$ cat src/rtl/truth_table_sweep.sv
// Sweeps the three inputs of a combinational block through all eight codes,
// captures its output into a truth table and grades it against a golden pattern.
module truth_table_sweep #(
    parameter int unsigned SETTLE   = 1,
    parameter logic [7:0]  EXPECTED = 8'h8A
) (
    input  logic       clk,
    input  logic       rst_n,
    input  logic       i_start,
    input  logic       i_s,
    output logic       o_x,
    output logic       o_y,
    output logic       o_z,
    output logic       o_busy,
    output logic       o_done,
    output logic [7:0] o_table,
    output logic       o_pass,
    output logic [3:0] o_err_count
);

    typedef enum logic [1:0] {
        ST_IDLE = 2'd0,
        ST_RUN  = 2'd1,
        ST_DONE = 2'd2
    } state_t;

    localparam logic [3:0] CNT_RELOAD = 4'(SETTLE - 1);

    state_t     r_state, w_state_next;
    logic [2:0] r_idx, w_idx_next;
    logic [3:0] r_cnt, w_cnt_next;
    logic [7:0] r_table, w_table_next;
    logic       r_pass, w_pass_next;
    logic [3:0] r_err_count, w_err_count_next;
    logic [7:0] w_table_captured;
    logic [7:0] w_diff;

    // Table as it will look after this edge's capture, so the verdict on the
    // final vector already includes the bit being written.
    always_comb begin
        w_table_captured        = r_table;
        w_table_captured[r_idx] = i_s;
        w_diff                  = w_table_captured ^ EXPECTED;
    end

    // NOTE: every signal gets a default before the case so no path leaves one
    // unassigned, which would otherwise infer a latch.
    always_comb begin
        w_state_next     = r_state;
        w_idx_next       = r_idx;
        w_cnt_next       = r_cnt;
        w_table_next     = r_table;
        w_pass_next      = r_pass;
        w_err_count_next = r_err_count;

        case (r_state)
            ST_IDLE: begin
                if (i_start) begin
                    w_state_next     = ST_RUN;
                    w_idx_next       = 3'd0;
                    w_cnt_next       = CNT_RELOAD;
                    w_table_next     = 8'h00;
                    w_pass_next      = 1'b0;
                    w_err_count_next = 4'd0;
                end
            end
            ST_RUN: begin
                if (r_cnt != 4'd0) begin
                    w_cnt_next = r_cnt - 4'd1;
                end else begin
                    w_table_next = w_table_captured;
                    if (r_idx == 3'd7) begin
                        w_state_next     = ST_DONE;
                        w_pass_next      = (w_diff == 8'h00);
                        w_err_count_next = 4'($countones(w_diff));
                    end else begin
                        w_idx_next = r_idx + 3'd1;
                        w_cnt_next = CNT_RELOAD;
                    end
                end
            end
            ST_DONE: begin
                w_state_next = ST_IDLE;
            end
            default: begin
                w_state_next = ST_IDLE;
            end
        endcase
    end

    // NOTE: state is updated with non-blocking assignments so every register
    // samples pre-edge values regardless of statement order.
    always_ff @(posedge clk or negedge rst_n) begin
        if (!rst_n) begin
            r_state     <= ST_IDLE;
            r_idx       <= 3'd0;
            r_cnt       <= 4'd0;
            r_table     <= 8'h00;
            r_pass      <= 1'b0;
            r_err_count <= 4'd0;
        end else begin
            r_state     <= w_state_next;
            r_idx       <= w_idx_next;
            r_cnt       <= w_cnt_next;
            r_table     <= w_table_next;
            r_pass      <= w_pass_next;
            r_err_count <= w_err_count_next;
        end
    end

    // Stimulus comes straight from the registered index, gated to zero outside RUN.
    assign o_busy            = (r_state == ST_RUN);
    assign o_done            = (r_state == ST_DONE);
    assign {o_x, o_y, o_z}   = o_busy ? r_idx : 3'b000;
    assign o_table           = r_table;
    assign o_pass            = r_pass;
    assign o_err_count       = r_err_count;

endmodule

$ cat config.mk
export PLATFORM = sky130hd
export DESIGN_NAME = truth_table_sweep
export DESIGN_NICKNAME = d
export VERILOG_FILES = /design/src/rtl/truth_table_sweep.sv
export SDC_FILE = /design/constraint.sdc
export NUM_CORES = 1
export LEC_CHECK = 0
export BUFFER_PORTS_ARGS = -buffer_cell sky130_fd_sc_hd__buf_2
export CAP_MARGIN = 20
export CORE_UTILIZATION = 40
export CTS_CLUSTER_DIAMETER = 50
export DETAILED_ROUTE_END_ITERATION = 7
export REMOVE_ABC_BUFFERS = 1
export SLEW_MARGIN = 20
export SYNTH_ARGS = -nofsm -noshare
export SYNTH_HDL_FRONTEND = slang
export SYNTH_SLANG_ARGS = --single-unit
$ cat constraint.sdc
create_clock -name clk -period 8.71 [get_ports clk]
set_clock_uncertainty 0.05 [all_clocks]
set_input_delay 0.871 -clock clk [delete_from_list [all_inputs] [get_ports clk]]
set_output_delay 0.871 -clock clk [all_outputs]
set_load 0.03 [all_outputs]
# Word level (Yosys, flattened, before mapping)

Cells that the tools add are included.

Register bits after elaboration: 22
Latch bits: 0
RAM bits: 0
Output and inout port bits: 18
ROM bits: 0
Input port bits: 4
Memories: 0
Logic and storage cells: 62

Multiply operators: 0
$add $sub $neg: 9
Magnitude comparators: 2
Div/mod/pow operators: 0
Bitwise logic cells: 1
Reduce and logical (&&, ||, !) cells: 10
Multiplexer cells: 26
Eq/ne operators: 8
Shifts and indexed selects: 0

Operators with widths:

| cell                                                                                 | number |
|---|---|
| 4-bit two-way mux                                                                    | 5 |
| 8-bit two-way mux                                                                    | 2 |
| 4-bit case mux with 2 select lines                                                   | 2 |
| 8-bit case mux with 2 select lines                                                   | 1 |
| 3-bit two-way mux                                                                    | 4 |
| 3-bit AND reduction                                                                  | 3 |
| 1-bit by 1-bit adder with 2-bit output                                               | 4 |
| 8-bit bitwise mux                                                                    | 1 |
| 8-bit logical NOT                                                                    | 1 |
| 4-bit AND reduction                                                                  | 2 |
| 2-bit by 2-bit adder with 3-bit output                                               | 2 |
| 2-bit two-way mux                                                                    | 3 |
| 2-bit inequality test (second input constant)                                        | 3 |
| 3-bit case mux with 2 select lines                                                   | 1 |
| 3-bit by 3-bit adder with 4-bit output                                               | 1 |
| 3-bit by 4-bit less-than comparator with 1-bit output (second input constant)        | 1 |
| 1-bit two-way mux                                                                    | 4 |
| 2-bit case mux with 2 select lines                                                   | 1 |
| 4-bit nonzero test                                                                   | 1 |
| 4-bit by 1-bit subtractor with 4-bit output (second input constant)                  | 1 |
| 3-bit by 1-bit adder with 3-bit output (second input constant)                       | 1 |
| 1-bit demux with 3-bit select                                                        | 1 |
| 3-bit == test (second input constant)                                                | 1 |
| 3-bit by 1-bit greater-or-equal comparator with 1-bit output (second input constant) | 1 |
| other kinds (9)                                                                      | 9 |

# Logic depth before layout (Yosys ltp)

Depth in word-level cells: 12
Mapped depth: 15
Gate-level depth less buffers: 14

# Worst setup path after synthesis

No wires, ideal clock.

Path kind: input-to-reg
Start: in i_s
End: reg r_err_count[2] (netlist: o_err_count[2])
Slack: 5040 ps
Stages on the path: 13
Arrival: 3523 ps
Setup time: 96 ps
Path through: mux2_2 > inv_1 > fa_1 > inv_1 > fa_1 > inv_1 > fa_1 > inv_1 > ha_1 > inv_1 > fa_1 > xor2_1 > o31ai_1

Cells in the longest elaborated chain, start to end: 8
Elaborated cells between the ends (all ways): 12
Classes of those cells: 7 x add/sub; 4 x mux; 1 x bitwise

Ends and longest elaborated chain:

| what                                                           | RTL line | RTL |
|---|---|---|
| start: declaration                                             | 10       | `input logic i_s,` |
| 8-bit bitwise mux *                                            | 42       | `w_table_captured[r_idx] = i_s;` |
| 3-bit inverter (no line)                                       | n/a      |  |
| 1-bit by 1-bit adder with 2-bit output (not written as such)   | 75       | `w_err_count_next = 4'($countones(w_diff));` |
| 2-bit by 2-bit adder with 3-bit output (not written as such)   | 75       |  |
| 3-bit by 3-bit adder with 4-bit output (not written as such) * | 75       |  |
| 4-bit two-way mux *                                            | 72       | `if (r_idx == 3'd7) begin` |
| 4-bit two-way mux *                                            | 68       | `if (r_cnt != 4'd0) begin` |
| 4-bit case mux with 2 select lines *                           | 56       | `case (r_state)` |
| end signal: assignment                                         | 107      | `r_err_count <= w_err_count_next;` |
| end: declaration                                               | 34       | `logic [3:0] r_err_count, w_err_count_next;` |

Every way passes the cells marked *; elsewhere a longest branch is shown, timed or not. The select of a mux whose other input is x is not followed.
A chain may end at the register's enable or synchronous reset.

# Worst setup path in the final report

Start: reg r_idx[1]
End: reg r_err_count[2] (netlist: o_err_count[2])

Cells in the longest elaborated chain, start to end: 12
Elaborated cells between the ends (all ways): 20
Classes of those cells: 7 x add/sub; 2 x order compare; 2 x eq/ne; 6 x mux; 1 x bitwise; 2 x reduce/logical

Ends and longest elaborated chain:

| what                                                                                                                                                               | RTL line | RTL |
|---|---|---|
| start: declaration                                                                                                                                                 | 30       | `logic [2:0] r_idx, w_idx_next;` |
| start signal: assignment                                                                                                                                           | 103      | `r_idx <= w_idx_next;` |
| 3-bit by 4-bit less-than comparator with 1-bit output (not written as such) / 3-bit by 1-bit greater-or-equal comparator with 1-bit output (equally long branches) | 42       |  |
| 1-bit logical AND (not written as such)                                                                                                                            | 42       |  |
| 1-bit two-way mux (not written as such)                                                                                                                            | 42       |  |
| 1-bit demux with 3-bit select                                                                                                                                      | 42       |  |
| 8-bit bitwise mux                                                                                                                                                  | 42       |  |
| 3-bit inverter (no line)                                                                                                                                           | n/a      |  |
| 1-bit by 1-bit adder with 2-bit output (not written as such)                                                                                                       | 75       |  |
| 2-bit by 2-bit adder with 3-bit output (not written as such)                                                                                                       | 75       |  |
| 3-bit by 3-bit adder with 4-bit output (not written as such)                                                                                                       | 75       |  |
| 4-bit two-way mux                                                                                                                                                  | 72       |  |
| 4-bit two-way mux                                                                                                                                                  | 68       |  |
| 4-bit case mux with 2 select lines                                                                                                                                 | 56       |  |

Several ways; a longest one is shown, not always the timed one. The select of a mux whose other input is x is not followed.

==> run summary <==
Synth area leaders: dfrtp_1 41%, fa_1 5.9%, ha_1 5.6%
Non-Filler Instances: 199
DR DRC count: 0
Die X: 60.1 um
CP Data Arrival Time: 4010 ps
antenna-violating nets left: 0
total track usage: 0.174
Post-Synthesis Cell Area: 1350 um^2
clk_lat worst skew: 320 ps
register area share after synthesis: 0.408
layout cell share with drive strength beyond 1: 0.219
Root Driver: clkbuf_4
Inst Count DP: 195
initial core utilization: 0.432
# Max-Cap Violations: 0
ys async rst share: 1.00
Worst Hold Class: input pin to async pin
Synth warnings: 0
clk buf depth: 2
Site Rows: 20
setup tns final: 0 ps
Area growth syn-to-layout: 13.0%
Num CTS Buffers: 3
Die H: 60.1 um
CTS tree: done
CP Max Fanout: 11
n_diodes: 0
Die Area: 3610 um^2
Post-synth EDFFs: 0
DR iter-0 viols: 32
CORE AREA: 3130 um^2
WS Path Type: flip-flop to flip-flop
GR Util met1: 0.242
Detailed Route WL: 2.62 mm
first-pass GRT wire length: 4.55 mm
area leader, netlist: dfrtp_1
count of different cell masters after synthesis: 37
Post-CTS Setup Bufs: 0
Syn Area/Cell: 10.0 um^2
DP HPWL: 2.00 mm
largest net degree at the start of global routing: 23
Final min period: 3830 ps
GRT met3 Usage: 0.0303
M2 GR Usage: 0.263
drt pass-1 iters: 4
FF+latch count, synth: 22
status: completed
vias after detailed routing: 998
worst endpoint required time: 8890 ps
Top Ports: 22
busiest layer in global routing: met2
final period utilization: 0.440
CTS resizes: 0
CP endpoint kind: flip-flop
worst slack, placed: 4680 ps
clk slew on worst S/H paths: 140 ps
final setup fails: 0
post-synth top area share: 0.408
CP startpoint kind: flip-flop
initial antenna violation count: 0
final worst-path setup slack: 4880 ps
Max-slew headroom: 0.306
fin util: 0.488
Main synth FF type: dfrtp_1
DR WL/cell: 13.1 um
IO buf count: 21
total congestion overflow: 0
vias per std cell: 5.02
cts hold-fix bufs: 0
f_max: 261 MHz
pins over their slew limit: 0
Routability Congestion: 0.813
worst slew pin tran: 1030 ps
number of global-route vias before repair: 984
unrepaired setup endpoints after global routing: false
CTS H-tree depth: 1
clk sinks: 22
Final nets: 170
Cells after Synth: 135
final hold vios: 0
==> sequential cells by signal (all words and copies together) (netlist names) <==
register and flops:
o_table 8, o_err_count 4, r_cnt 4, r_idx 3
r_state 2, o_pass 1
==> synth_stat cells, drive strengths merged (2+ instances only) <==
cell    count
o211ai      2
buf         3
nand2      17
nand2b      6
nor2        3
mux2i       4
o21ai      12
mux2        5
ha          6
nor3        3
a22o        3
and2        3
fa          4
clkbuf      2
nand3b      4
inv        15
nor3b       3
dfrtp      22
xor2        3
==> cell type report <==
class	instances	area, um^2
clock inverters	1	30.0
repair buffers	21	105
clock buffers	3	22.5
flip-flops and latches	22	551
multi-input cells	93	706
fillers	305	1600
inverters	15	56.3
well taps	44	55.1
==> cells in the final DEF (no fill, tap or decap), types with 3 or more instances in the layout <==
cell,n
dfrtp_1,22
ha_1,6
nand2b_1,6
a22o_1,3
nand3b_1,4
buf_2,21
nor3_1,3
o21ai_0,11
inv_1,15
fa_1,4
xor2_1,3
and2_1,3
nor2_1,3
mux2_2,5
clkbuf_4,3
mux2i_1,4
nand2_1,17
==> metal layers <==
| layer | up-vias | share of wire |
|---|---|---|
| met3 | 4 | 0.033 |
| li1 | 502 | - |
| met5 | - | 0 |
| met1 | 471 | 0.53 |
| met2 | 21 | 0.42 |
| met4 | 0 | 0.016 |
==> worst max-delay path: stages, from the launching register on <==
cell and delay [ps]:
dfrtp_1 560, nor3b_1 290, mux2i_1 190, fa_1 560
inv_1 50, fa_1 500, inv_1 60, fa_1 480
inv_1 80, ha_1 170, inv_1 50, fa_1 370
xor2_1 150, o31ai_1 180
==> final timing paths <==
| check | start | endpoint | slack, ps | depth (start not counted) |
|---|---|---|---|---|
| min in group clk | o_pass | o_pass | 460 | 2 |
| worst min-delay path | rst_n | o_table[7] | 440 | 1 |
| worst max register to register | r_idx[1] | o_err_count[2] | 4880 | 13 |
| worst max-delay path | r_idx[1] | o_err_count[2] | 4880 | 13 |
| worst min register to register | o_pass | o_pass | 460 | 2 |
| max in group asynchronous | rst_n | o_err_count[3] | 7840 | 1 |
==> kinds of logic (layout without fill, tap and decap cells) <==
family                     count (synthesis)  after routing  share of synthesized area
AOI/OAI and AO/OA                         25             25                      0.128
xor gates and xnor gates                   3              3                     0.0195
adders and majority gates                 10             10                      0.115
buffers and inverters                     20             40                     0.0695
DFF                                       22             22                      0.408
muxes                                      9              9                     0.0714
and+or+nand+nor                           46             46                      0.189
==> metrics by stage <==
| stage | area (um^2) | hold WS (ps) |
|---|---|---|
| finish | 1530 | 440 |
| global route | 1530 | 462 |
| global placement | 1470 | 416 |
| detailed placement | 1470 | 427 |
| floorplan | 1310 | 430 |
| CTS | 1530 | 462 |
Power is left out: the tool's default activity adds up to more than one toggle a clock period on the data nets, which glitch-free logic cannot reach.
